## src/rtl/sdram_frame_pack.sv

```systemverilog
// sdram_frame_pack
//
// Write-side framer for the SDRAM path. Each start request moves frame_length words from the
// capture (source) FIFO into the SDRAM write (destination) FIFO, then appends PAD_WORD fill
// words until sdram_length words have been written. Every frame lands in SDRAM as a
// fixed-size block of max(frame_length, sdram_length) words.
//
// Ports:
//   clk            system clock
//   nRST           synchronous active-low reset
//   sdram_wr       start request, asynchronous level, rising edge starts a job
//   frame_length   payload words per frame, sampled at job start
//   sdram_length   total words per SDRAM block, sampled at job start
//   fifo_num_src   source FIFO fill count
//   src_data       source FIFO read data, valid the cycle after fifo_rden
//   fifo_dst_ready destination FIFO has room for at least 4 words
//   fifo_rden      source FIFO read enable
//   fifo_wren      destination FIFO write enable
//   fifo_wdata     destination FIFO write data (don't-care while fifo_wren is low)
//   busy           job in progress
//   pack_done      one-cycle pulse at job end
module sdram_frame_pack #(
    parameter int unsigned       DATA_W     = 32,
    parameter logic [DATA_W-1:0] PAD_WORD   = '0,
    parameter logic [14:0]       SRC_THRESH = 15'd10
) (
    input  logic              clk,
    input  logic              nRST,
    input  logic              sdram_wr,
    input  logic [31:0]       frame_length,
    input  logic [31:0]       sdram_length,
    input  logic [14:0]       fifo_num_src,
    input  logic [DATA_W-1:0] src_data,
    input  logic              fifo_dst_ready,
    output logic              fifo_rden,
    output logic              fifo_wren,
    output logic [DATA_W-1:0] fifo_wdata,
    output logic              busy,
    output logic              pack_done
);

    typedef enum logic [1:0] {
        StIdle,
        StFrame,
        StPad,
        StDone
    } state_e;

    state_e state_q, state_d;

    // Input conditioning
    logic wr0_q, wr1_q, wr2_q;
    logic start_q;
    logic src_ok_q, dst_ok_q;

    // Job parameters latched at start
    logic [31:0] flen_q, flen_d;
    logic [31:0] slen_q, slen_d;
    logic [31:0] total_q, total_d;  // max(flen, slen): words written by this job
    logic [31:0] count_q, count_d;

    // Issue stage
    logic rden_q, rden_d;
    logic pad_req_q, pad_req_d;
    logic last_iss_q, last_iss_d;  // the word issued this cycle is the job's final word

    // Write stage
    logic wren_q;
    logic sel_pad_q;
    logic last_wr_q;

    logic pack_done_q, pack_done_d;
    logic zero_done;
    logic [31:0] count_inc;

    assign count_inc = count_q + 32'd1;

    always_comb begin
        state_d    = state_q;
        flen_d     = flen_q;
        slen_d     = slen_q;
        total_d    = total_q;
        count_d    = count_q;
        rden_d     = 1'b0;
        pad_req_d  = 1'b0;
        last_iss_d = 1'b0;
        zero_done  = 1'b0;

        unique case (state_q)
            StIdle: begin
                count_d = '0;
                if (start_q) begin
                    flen_d  = frame_length;
                    slen_d  = sdram_length;
                    total_d = (frame_length >= sdram_length) ? frame_length : sdram_length;
                    state_d = (frame_length == 32'd0) ? StPad : StFrame;
                end
            end

            StFrame: begin
                if (count_q == flen_q) begin
                    state_d = StPad;
                end else if (src_ok_q && dst_ok_q && (count_q < flen_q)) begin
                    rden_d     = 1'b1;
                    count_d    = count_inc;
                    last_iss_d = (count_inc == total_q);
                end
            end

            StPad: begin
                // With flen >= slen the count already meets slen, so nothing is padded.
                if (count_q >= slen_q) begin
                    state_d   = StDone;
                    // A zero-word job has no final write to trail, so report it here.
                    zero_done = (total_q == 32'd0);
                end else if (dst_ok_q) begin
                    pad_req_d  = 1'b1;
                    count_d    = count_inc;
                    last_iss_d = (count_inc == total_q);
                end
            end

            StDone: begin
                state_d = StIdle;
            end

            default: begin
                state_d = StIdle;
            end
        endcase
    end

    // Completion follows the final write by one cycle.
    assign pack_done_d = last_wr_q | zero_done;

    always_ff @(posedge clk) begin
        if (!nRST) begin
            state_q     <= StIdle;
            wr0_q       <= 1'b0;
            wr1_q       <= 1'b0;
            wr2_q       <= 1'b0;
            start_q     <= 1'b0;
            src_ok_q    <= 1'b0;
            dst_ok_q    <= 1'b0;
            flen_q      <= '0;
            slen_q      <= '0;
            total_q     <= '0;
            count_q     <= '0;
            rden_q      <= 1'b0;
            pad_req_q   <= 1'b0;
            last_iss_q  <= 1'b0;
            wren_q      <= 1'b0;
            sel_pad_q   <= 1'b0;
            last_wr_q   <= 1'b0;
            pack_done_q <= 1'b0;
        end else begin
            // Two flops resynchronise the async request, the third detects its rising edge.
            wr0_q       <= sdram_wr;
            wr1_q       <= wr0_q;
            wr2_q       <= wr1_q;
            start_q     <= wr1_q & ~wr2_q;
            src_ok_q    <= (fifo_num_src > SRC_THRESH);
            dst_ok_q    <= fifo_dst_ready;
            state_q     <= state_d;
            flen_q      <= flen_d;
            slen_q      <= slen_d;
            total_q     <= total_d;
            count_q     <= count_d;
            rden_q      <= rden_d;
            pad_req_q   <= pad_req_d;
            last_iss_q  <= last_iss_d;
            wren_q      <= rden_q | pad_req_q;
            sel_pad_q   <= pad_req_q;
            last_wr_q   <= last_iss_q;
            pack_done_q <= pack_done_d;
        end
    end

    assign fifo_rden  = rden_q;
    assign fifo_wren  = wren_q;
    // Source data arrives the cycle after the read, aligned with the registered select.
    assign fifo_wdata = sel_pad_q ? PAD_WORD : src_data;
    assign busy       = (state_q != StIdle);
    assign pack_done  = pack_done_q;

endmodule

```

## config.mk

```make
export PLATFORM = sky130hd
export DESIGN_NAME = sdram_frame_pack
export DESIGN_NICKNAME = d
export VERILOG_FILES = /design/src/rtl/sdram_frame_pack.sv
export SDC_FILE = /design/constraint.sdc
export NUM_CORES = 1
export LEC_CHECK = 0
export BUFFER_PORTS_ARGS = -buffer_cell sky130_fd_sc_hd__buf_2
export CAP_MARGIN = 20
export CELL_PAD_IN_SITES_DETAIL_PLACEMENT = 1
export CELL_PAD_IN_SITES_GLOBAL_PLACEMENT = 1
export CORE_ASPECT_RATIO = 1.2
export CORE_MARGIN = 3
export CORE_UTILIZATION = 35
export CTS_BUF_LIST = sky130_fd_sc_hd__clkbuf_4
export DETAILED_ROUTE_END_ITERATION = 16
export PLACE_DENSITY_LB_ADDON = 0.08
export SETUP_SLACK_MARGIN = 0.05
export SYNTH_ARGS = -nofsm -noshare
export SYNTH_HDL_FRONTEND = slang
export SYNTH_SLANG_ARGS = --single-unit
```

## constraint.sdc

```tcl
create_clock -name clk -period 3.4 [get_ports clk]
set_clock_uncertainty 0.1 [all_clocks]
set_input_delay 0.68 -clock clk [delete_from_list [all_inputs] [get_ports clk]]
set_output_delay 0.68 -clock clk [all_outputs]
set_load 0.05 [all_outputs]
```

==> metrics.txt, run 1 <==
met3 Use GR 3.88%; family with the most delay on the worst path simple AND/OR/NAND/NOR gates; via count 9557; relative slew slack 32.7%; CP Data Arrival Time 3.68 ns; Worst Hold Path Cells 2; storage element area 2870 µm²; clk sink count 143; WS Path Type reg2reg; most frequent cells in the layout 188 x nand2_1, 150 x buf_2, 137 x dfxtp_1, 105 x inv_1, 100 x ha_1; Async S/R FF share, synth 0%; CP required 3.83 ns; Iteration-0 DRC Markers 486; Final setup viols 0; Critical Path Stages 13; HPWL Detailed 27100 µm; initial antenna violation count 1; core footprint 26800 µm²; Routed WL 35100 µm; busiest grt layer met2; Routed Antenna Nets 0; max-slew violations 0; area of the multi-input gates 6070 µm²; total track usage 23.7%; layout net count 1614; Skew-Pair Late Insertion Delay 0.60 ns; post-synth top area cell dfxtp_1; Synth Cell Area 9650 µm²; type of origin of the critical path register; die area 29600 µm²; worst-case vdd ir drop 0.303 mV; status finished clean; Remaining DRCs 0; Die X 158 µm; Slowest-stage cell, CP a211oi_4; CTS tree yes; fin crit period 3.26 ns; H-tree Lvls 4; share of the synthesized area in the top cell type 29.7%; gr ovfl total 0; Hold WS 0.200 ns; Peak Freq 0.307 GHz; DIE HEIGHT 188 µm; Syn Area/Cell 7.81 µm²; CTS root buf clkbuf_4; PortBufs 150; io pins 151; count of cell types in the netlist 75; maxcap violations 0; worst path buffer plus inverter count 4; vias in the first global route 9811; register area share after synthesis 29.7%; RSZ-0062 raised after global routing true; Vias/cell 5.47; cts-stage hold buffer count 0; Inserted Clock Buffers 17; M1 GR Usage 29.4%; Yosys warnings 0; max incr delay on CP 0.40 ns; number of synthesized flops with an enable pin 0; LEAKAGE 0.00467 µW; first-pass GRT wire length 54500 µm; placer congestion estimate 0.842; CP max FO 11; layout cells sized above 1 20.0%; period utilization 95.8%; pwr/cell area 451 nW/µm²; post-synthesis net count 1450; Reg clk slew, reported paths 0.14 ns; Synth Register Bits 143; Post-synth top flop dfxtp_1; Bufs on Longest Clock Path 2; commonest non-fill, non-tap cell in the layout nand2_1; CP endpoint kind register; GR Util met2 41.8%; area grow syn2layout 18.2%; wire per inst 20.1 µm; worst-path cell chain inv_1 > ha_1 > nand4_4 > nor4_2 > buf_4 > nand4_1 > a211oi_4 > buf_4 > o31ai_4 > and2_1 > buf_4 > a211oi_1 > a41o_1; FILL cells 3328; Worst Max-Slew Pin Slew 1.00 ns; R2R cell count 13; number of core rows 65; type of the tightest min-delay check in2reg; pin count of the biggest net entering global routing 96; Final Hold Viols 0; Synth Instances 1235; Initial Util 36.1%; CP dominant cell by count buf_4; DRT Pass-1 Iters 5; Area contributors post-synth dfxtp_1 30%, ha_1 13%, nand2_1 7.4%; Pwr Total 5150 µW
==> report_power, final <==
| group | internal (µW) | switching, µW |
|---|---|---|
| registers | 1750 | 68.0 |
| clock network | 591 | 696 |
| logic | 742 | 1300 |
| total | 3080 | 2070 |
==> worst paths after layout <==
path	startpoint	to	slack (ns)
max	slen_q[31]	count_q[2]	0.14
min	fifo_dst_ready	dst_ok_q	0.20
max reg2reg	slen_q[31]	count_q[2]	0.14
min reg2reg	wr2_q	start_q	0.30
==> synth_stat cells, types with 17 or more instances <==
| library cell | n |
|---|---|
| a21boi_0 | 17 |
| nor4_1 | 25 |
| xnor2_1 | 26 |
| nand3_1 | 30 |
| nor2_1 | 32 |
| nor3_1 | 60 |
| nand4_1 | 26 |
| inv_1 | 106 |
| o21a_1 | 18 |
| nand2_1 | 189 |
| nor2b_1 | 38 |
| a311oi_1 | 31 |
| a21oi_1 | 92 |
| ha_1 | 100 |
| dfxtp_1 | 143 |
| o21ai_0 | 57 |
| xor2_1 | 17 |
| clkbuf_1 | 43 |
==> registers in the layout, indices dropped and copies added (netlist names), 2 cells and up <==
signal   cells
flen_q      32
total_q     32
slen_q      32
count_q     32
state_q      2
==> repair_timing <==
action | CTS | global route
endpoints found under the hold margin | 0 | 0
endpoints found under the setup margin | 0 | 22
setup buffers | 0 | 1
gates resized for setup | 0 | 8
==> final cells by class <==
class | instances | share of cell area [%]
inverters | 106 | 3.49
well taps | 335 | 3.68
flip-flops and latches | 143 | 25.2
diodes | 1 | 0.0219
multi-input cells | 912 | 53.2
repair buffers | 219 | 11.7
clock inverters | 13 | 1.49
clock buffers | 19 | 1.25
==> per-stage QoR <==
step                TNS, ns  setup slack [ns]  cell area [µm²]  cells  util, %
global route              0            0.0163            11400   1748     42.6
detailed placement  -0.0147           -0.0142            11100   1714     41.4
global placement          0            0.0273            11100   1714     41.4
CTS                       0             0.138            11400   1746     42.5
finish                    0             0.142            11400   1748     42.6
floorplan                 0             0.500             9650   1235        -
==> layer usage <==
layer,part of all wire (%),vias up
met5,0,-
met4,2.5,0
met3,3.8,45
met2,50,187
met1,44,4602
li1,-,4723
==> kinds of logic after synthesis <==
group	count (synthesis)	synth area share, %
DFF	143	29.7
buffers and inverters	180	7.65
AOI/OAI and AO/OA	293	20.3
and+or+nand+nor	470	24.8
muxes	6	0.661
xor gates and xnor gates	43	3.90
adders and majority gates	100	13.0
(Power assumes the default switching activity.)
==> inputs of run 2 (changes only) <==
- PLACE_DENSITY_LB_ADDON: 0.08 -> 0.25
==> run 2 against run 1 <==
Net effect:
- final cell count fell by 0.34%
- setup slack improved by 0.046 ns
- core utilization decreased by 0.13 points
- hold slack worse by 0.024 ns
- wire length down 3.0%
- sequential share of layout area increased by 0.064 points
- flip-flop and latch count unchanged
- largest power group unchanged
- combinational power fell by 3%
- non-clock buffer count fell by 7
- critical path depth is 2 lower
- first-iteration DRC count down 2.5%
- register-to-register slack gained 0.05 ns
==> metrics.txt, run 2 (synthesized netlist as in run 1, its figures left out) <==
CP required 3.85 ns; area grow syn2layout 17.9%; gr ovfl total 0; relative slew slack 37.5%; io pins 151; CP max FO 9; CTS tree yes; H-tree Lvls 4; CP Data Arrival Time 3.67 ns; sequential share of power 35.5%; final std cells w/o fill 1742; FILL cells 3358; Routed WL 34100 µm; Inst Count DP 1706; most frequent cells in the layout 188 x nand2_1, 150 x buf_2, 140 x dfxtp_1, 105 x inv_1, 100 x ha_1; area of the multi-input gates 6080 µm²; Initial Util 36.1%; Inserted Clock Buffers 17; storage element area 2870 µm²; Vias/cell 5.60; pin count of the biggest net entering global routing 99; DRT Pass-1 Iters 4; Skew-Pair Late Insertion Delay 0.61 ns; number of core rows 65; initial antenna violation count 2; Hold WS 0.176 ns; Clk pwr share 25.5%; CP dominant cell by count buf_4; Bufs on Longest Clock Path 2; Final Hold Viols 0; clk sink count 143; first-pass GRT wire length 53200 µm; worst-path cell chain ha_1 > a21o_1 > a221o_1 > a22oi_1 > o211ai_1 > buf_4 > o31ai_4 > and2_1 > buf_4 > mux2_2 > nor2_1; Iteration-0 DRC Markers 474; Pwr Total 5100 µW; fin crit period 3.21 ns; die area 29600 µm²; PortBufs 150; type of origin of the critical path register; vias in the first global route 9618; max-slew violations 0; Switching Fraction 40.7%; worst-case vdd ir drop 0.379 mV; commonest non-fill, non-tap cell in the layout nand2_1; DIE HEIGHT 188 µm; CP endpoint kind register; Internal 3020 µW; R2R cell count 11; maxcap violations 0; family with the most delay on the worst path compound AO/OA/AOI/OAI gates; WS Path Type reg2reg; status finished clean; Peak Freq 0.311 GHz; type of the tightest min-delay check in2reg; LEAKAGE 0.00462 µW; via count 9754; Final setup viols 0; period utilization 94.5%; cts-stage hold buffer count 0; Critical Path Stages 11; Die X 158 µm; HPWL Detailed 26100 µm; Remaining DRCs 0; wire per inst 19.6 µm; core footprint 26800 µm²; worst path buffer plus inverter count 2; Cell Area, Placed 11000 µm²; Worst Max-Slew Pin Slew 0.935 ns; layout cells sized above 1 19.6%; total track usage 22.7%; Worst Hold Path Cells 2; Routed Antenna Nets 0; RSZ-0062 raised after global routing false; max incr delay on CP 0.43 ns; layout net count 1607; Slowest-stage cell, CP dfxtp_1; CTS root buf clkbuf_4; P_sw 2070 µW; final instance area 11400 µm²; placer congestion estimate 0.870; Logic pwr share 39.0%; pwr/cell area 448 nW/µm²; Reg clk slew, reported paths 0.14 ns
## run 2: changes by cell type in the layout (fill, tap and decap cells not counted), sizes merged
cell,change
buf,-7
clkinv,-3
clkbuf,-1
clkinvlp,+3
inv,+1
diode,+1
## run 2: final timing paths
kind                            slack [ns]           to      startpoint
worst max-delay path                  0.19  count_q[24]     count_q[17]
worst min-delay path                  0.18     dst_ok_q  fifo_dst_ready
worst max register to register        0.19  count_q[24]     count_q[17]
worst min register to register        0.30      start_q           wr2_q
## run 2: metal layers
metal | routed length [µm] | share of wire, % | vias to the layer above | GRT usage (%)
li1 | - | - | 4710 | -
met1 | 15100 | 44 | 4768 | 29.3
met2 | 16600 | 49 | 238 | 38.8
met3 | 1680 | 4.9 | 38 | 3.76
met4 | 717 | 2.1 | 0 | 6.48
met5 | 0 | 0 | - | 0
## run 2: area by class of cell
cell class	count	area share [%]
multi-input cells	912	53.5
flip-flops and latches	143	25.2
repair buffers	212	11.2
well taps	335	3.69
inverters	106	3.50
clock inverters	14	1.68
clock buffers	18	1.19
diodes	2	0.0440
## run 2: stage by stage
step	TNS (ns)	utilization (%)	setup slack [ns]
floorplan	0	-	0.500
detailed placement	-0.0346	41.1	-0.0164
CTS	0	42.3	0.105
finish	0	42.5	0.188
global route	0	42.5	0.0267
global placement	0	41.1	0.0373
## run 2: timing repair
| action | CTS | global route |
|---|---|---|
| endpoints found under the setup margin | 0 | 29 |
| gates resized for setup | 0 | 8 |
| setup buffers | 0 | 2 |
| hold endpoints to repair | 0 | 0 |
## run 2: power by group through the flow
stage          clock network, µW  registers [µW]  logic (µW)
4_1_cts                     1340            1810        1970
5_1_grt                     1410            1820        2170
3_5_place_dp                   0            1850        1960
2_1_floorplan                  0            1830        1240
6_report                    1300            1810        1990
3_3_place_gp                   0            1840        1920
==> inputs of run 3 (changes only) <==
- CORE_MARGIN: 3 -> 4
==> run 3 against run 2 <==
Net effect:
- flip-flop and latch count is the same
- fmax up 0.98%
- count of clock-buffer cells in the layout is the same
- setup slack better by 0.031 ns
- register-to-register slack gained 0.03 ns
- via count about the same
- largest power group unchanged
==> metrics.txt, run 3 (synthesized netlist as in run 1, its figures left out) <==
Final Hold Viols 0; CP max FO 9; WS Path Type reg2reg; Routed Antenna Nets 0; Final setup viols 0; first-pass GRT wire length 55500 µm; layout net count 1609; RSZ-0062 raised after global routing false; period utilization 93.5%; DRT Pass-1 Iters 5; DIE HEIGHT 190 µm; fin crit period 3.18 ns; type of the tightest min-delay check in2reg; initial antenna violation count 2; die area 30300 µm²; status finished clean; max-slew violations 0; Setup TNS 0 ns; pin count of the biggest net entering global routing 88; via count 9752; type of origin of the critical path register; H-tree Lvls 4; commonest non-fill, non-tap cell in the layout nand2_1; vias in the first global route 9982; PnR worst setup slack 0.219 ns; cts-stage hold buffer count 0; final instance area 11400 µm²; Cell Area, Placed 11100 µm²; CTS root buf clkbuf_4; gr ovfl total 0; total track usage 23.0%; number of core rows 66; maxcap violations 0; wire per inst 20.0 µm; Routed WL 34900 µm; clk sink count 143; pwr/cell area 453 nW/µm²; Iteration-0 DRC Markers 428; area grow syn2layout 18.1%; CTS tree yes; CP endpoint kind register; PortBufs 150; Pwr Total 5160 µW; worst-case vdd ir drop 0.302 mV; DP Worst Slack -0.0223 ns; LEAKAGE 0.00463 µW; Skew-Pair Late Insertion Delay 0.61 ns; Die X 160 µm; io pins 151; Peak Freq 0.314 GHz; Worst Max-Slew Pin Slew 0.944 ns; Util after Layout 41.9%; Vias/cell 5.58; core footprint 27200 µm²; CP required 3.83 ns; Remaining DRCs 0; Bufs on Longest Clock Path 2; relative slew slack 37.0%; Inserted Clock Buffers 17; Initial Util 35.5%; HPWL Detailed 27100 µm; layout cells sized above 1 19.8%; Reg clk slew, reported paths 0.15 ns; placer congestion estimate 0.929; CP Data Arrival Time 3.61 ns; most frequent cells in the layout 188 x nand2_1, 150 x buf_2, 141 x dfxtp_1, 105 x inv_1, 100 x ha_1
## run 3: through the flow
stage | cells | hold WS (ns)
after floorplan | 1235 | 0.267
after global placement | 1715 | 0.284
final | 1749 | 0.200
after detailed placement | 1715 | 0.284
after CTS | 1747 | 0.159
after global routing | 1749 | 0.151
## run 3: area by class of cell
class	instances	area (µm²)
fillers	3372	15800
multi-input cells	912	6070
flip-flops and latches	143	2870
repair buffers	214	1310
well taps	340	425
inverters	106	398
clock inverters	14	191
clock buffers	18	135
diodes	2	5.00
## run 3: power by group
| group | switching [µW] | internal (µW) |
|---|---|---|
| clock network | 709 | 590 |
| logic | 1320 | 731 |
| registers | 64.0 | 1750 |
| total | 2090 | 3070 |
## run 3: repair_timing
| action | in CTS | in global routing |
|---|---|---|
| setup buffers | 0 | 0 |
| setup endpoints to repair | 0 | 5 |
| resized for setup | 0 | 5 |
## run 3: critical path, cell delays in order (launching register included)
cell and delay [ns]:
dfxtp_1 0.55, and4_1 0.41, nand4_1 0.31, nor2_1 0.28, nand2_1 0.16, xnor2_1 0.18, a2111oi_1 0.51, buf_4 0.19
nand4_1 0.14, nor4_2 0.30
## run 3: final timing paths
| path | from | endpoint | slack (ns) | depth (start not counted) |
|---|---|---|---|---|
| hold / removal | fifo_dst_ready | dst_ok_q | 0.20 | 2 |
| setup / recovery | count_q[2] | last_iss_q | 0.22 | 9 |
| setup reg to reg | count_q[2] | last_iss_q | 0.22 | 9 |
| hold reg to reg | wr2_q | start_q | 0.28 | 1 |
## run 3: layer usage
layer	global-route usage, %	routed length, µm	vias to the layer above
li1	-	-	4717
met4	6.71	750	0
met2	41.4	17500	225
met5	0	0	-
met3	4.36	1680	41
met1	27.9	15000	4769
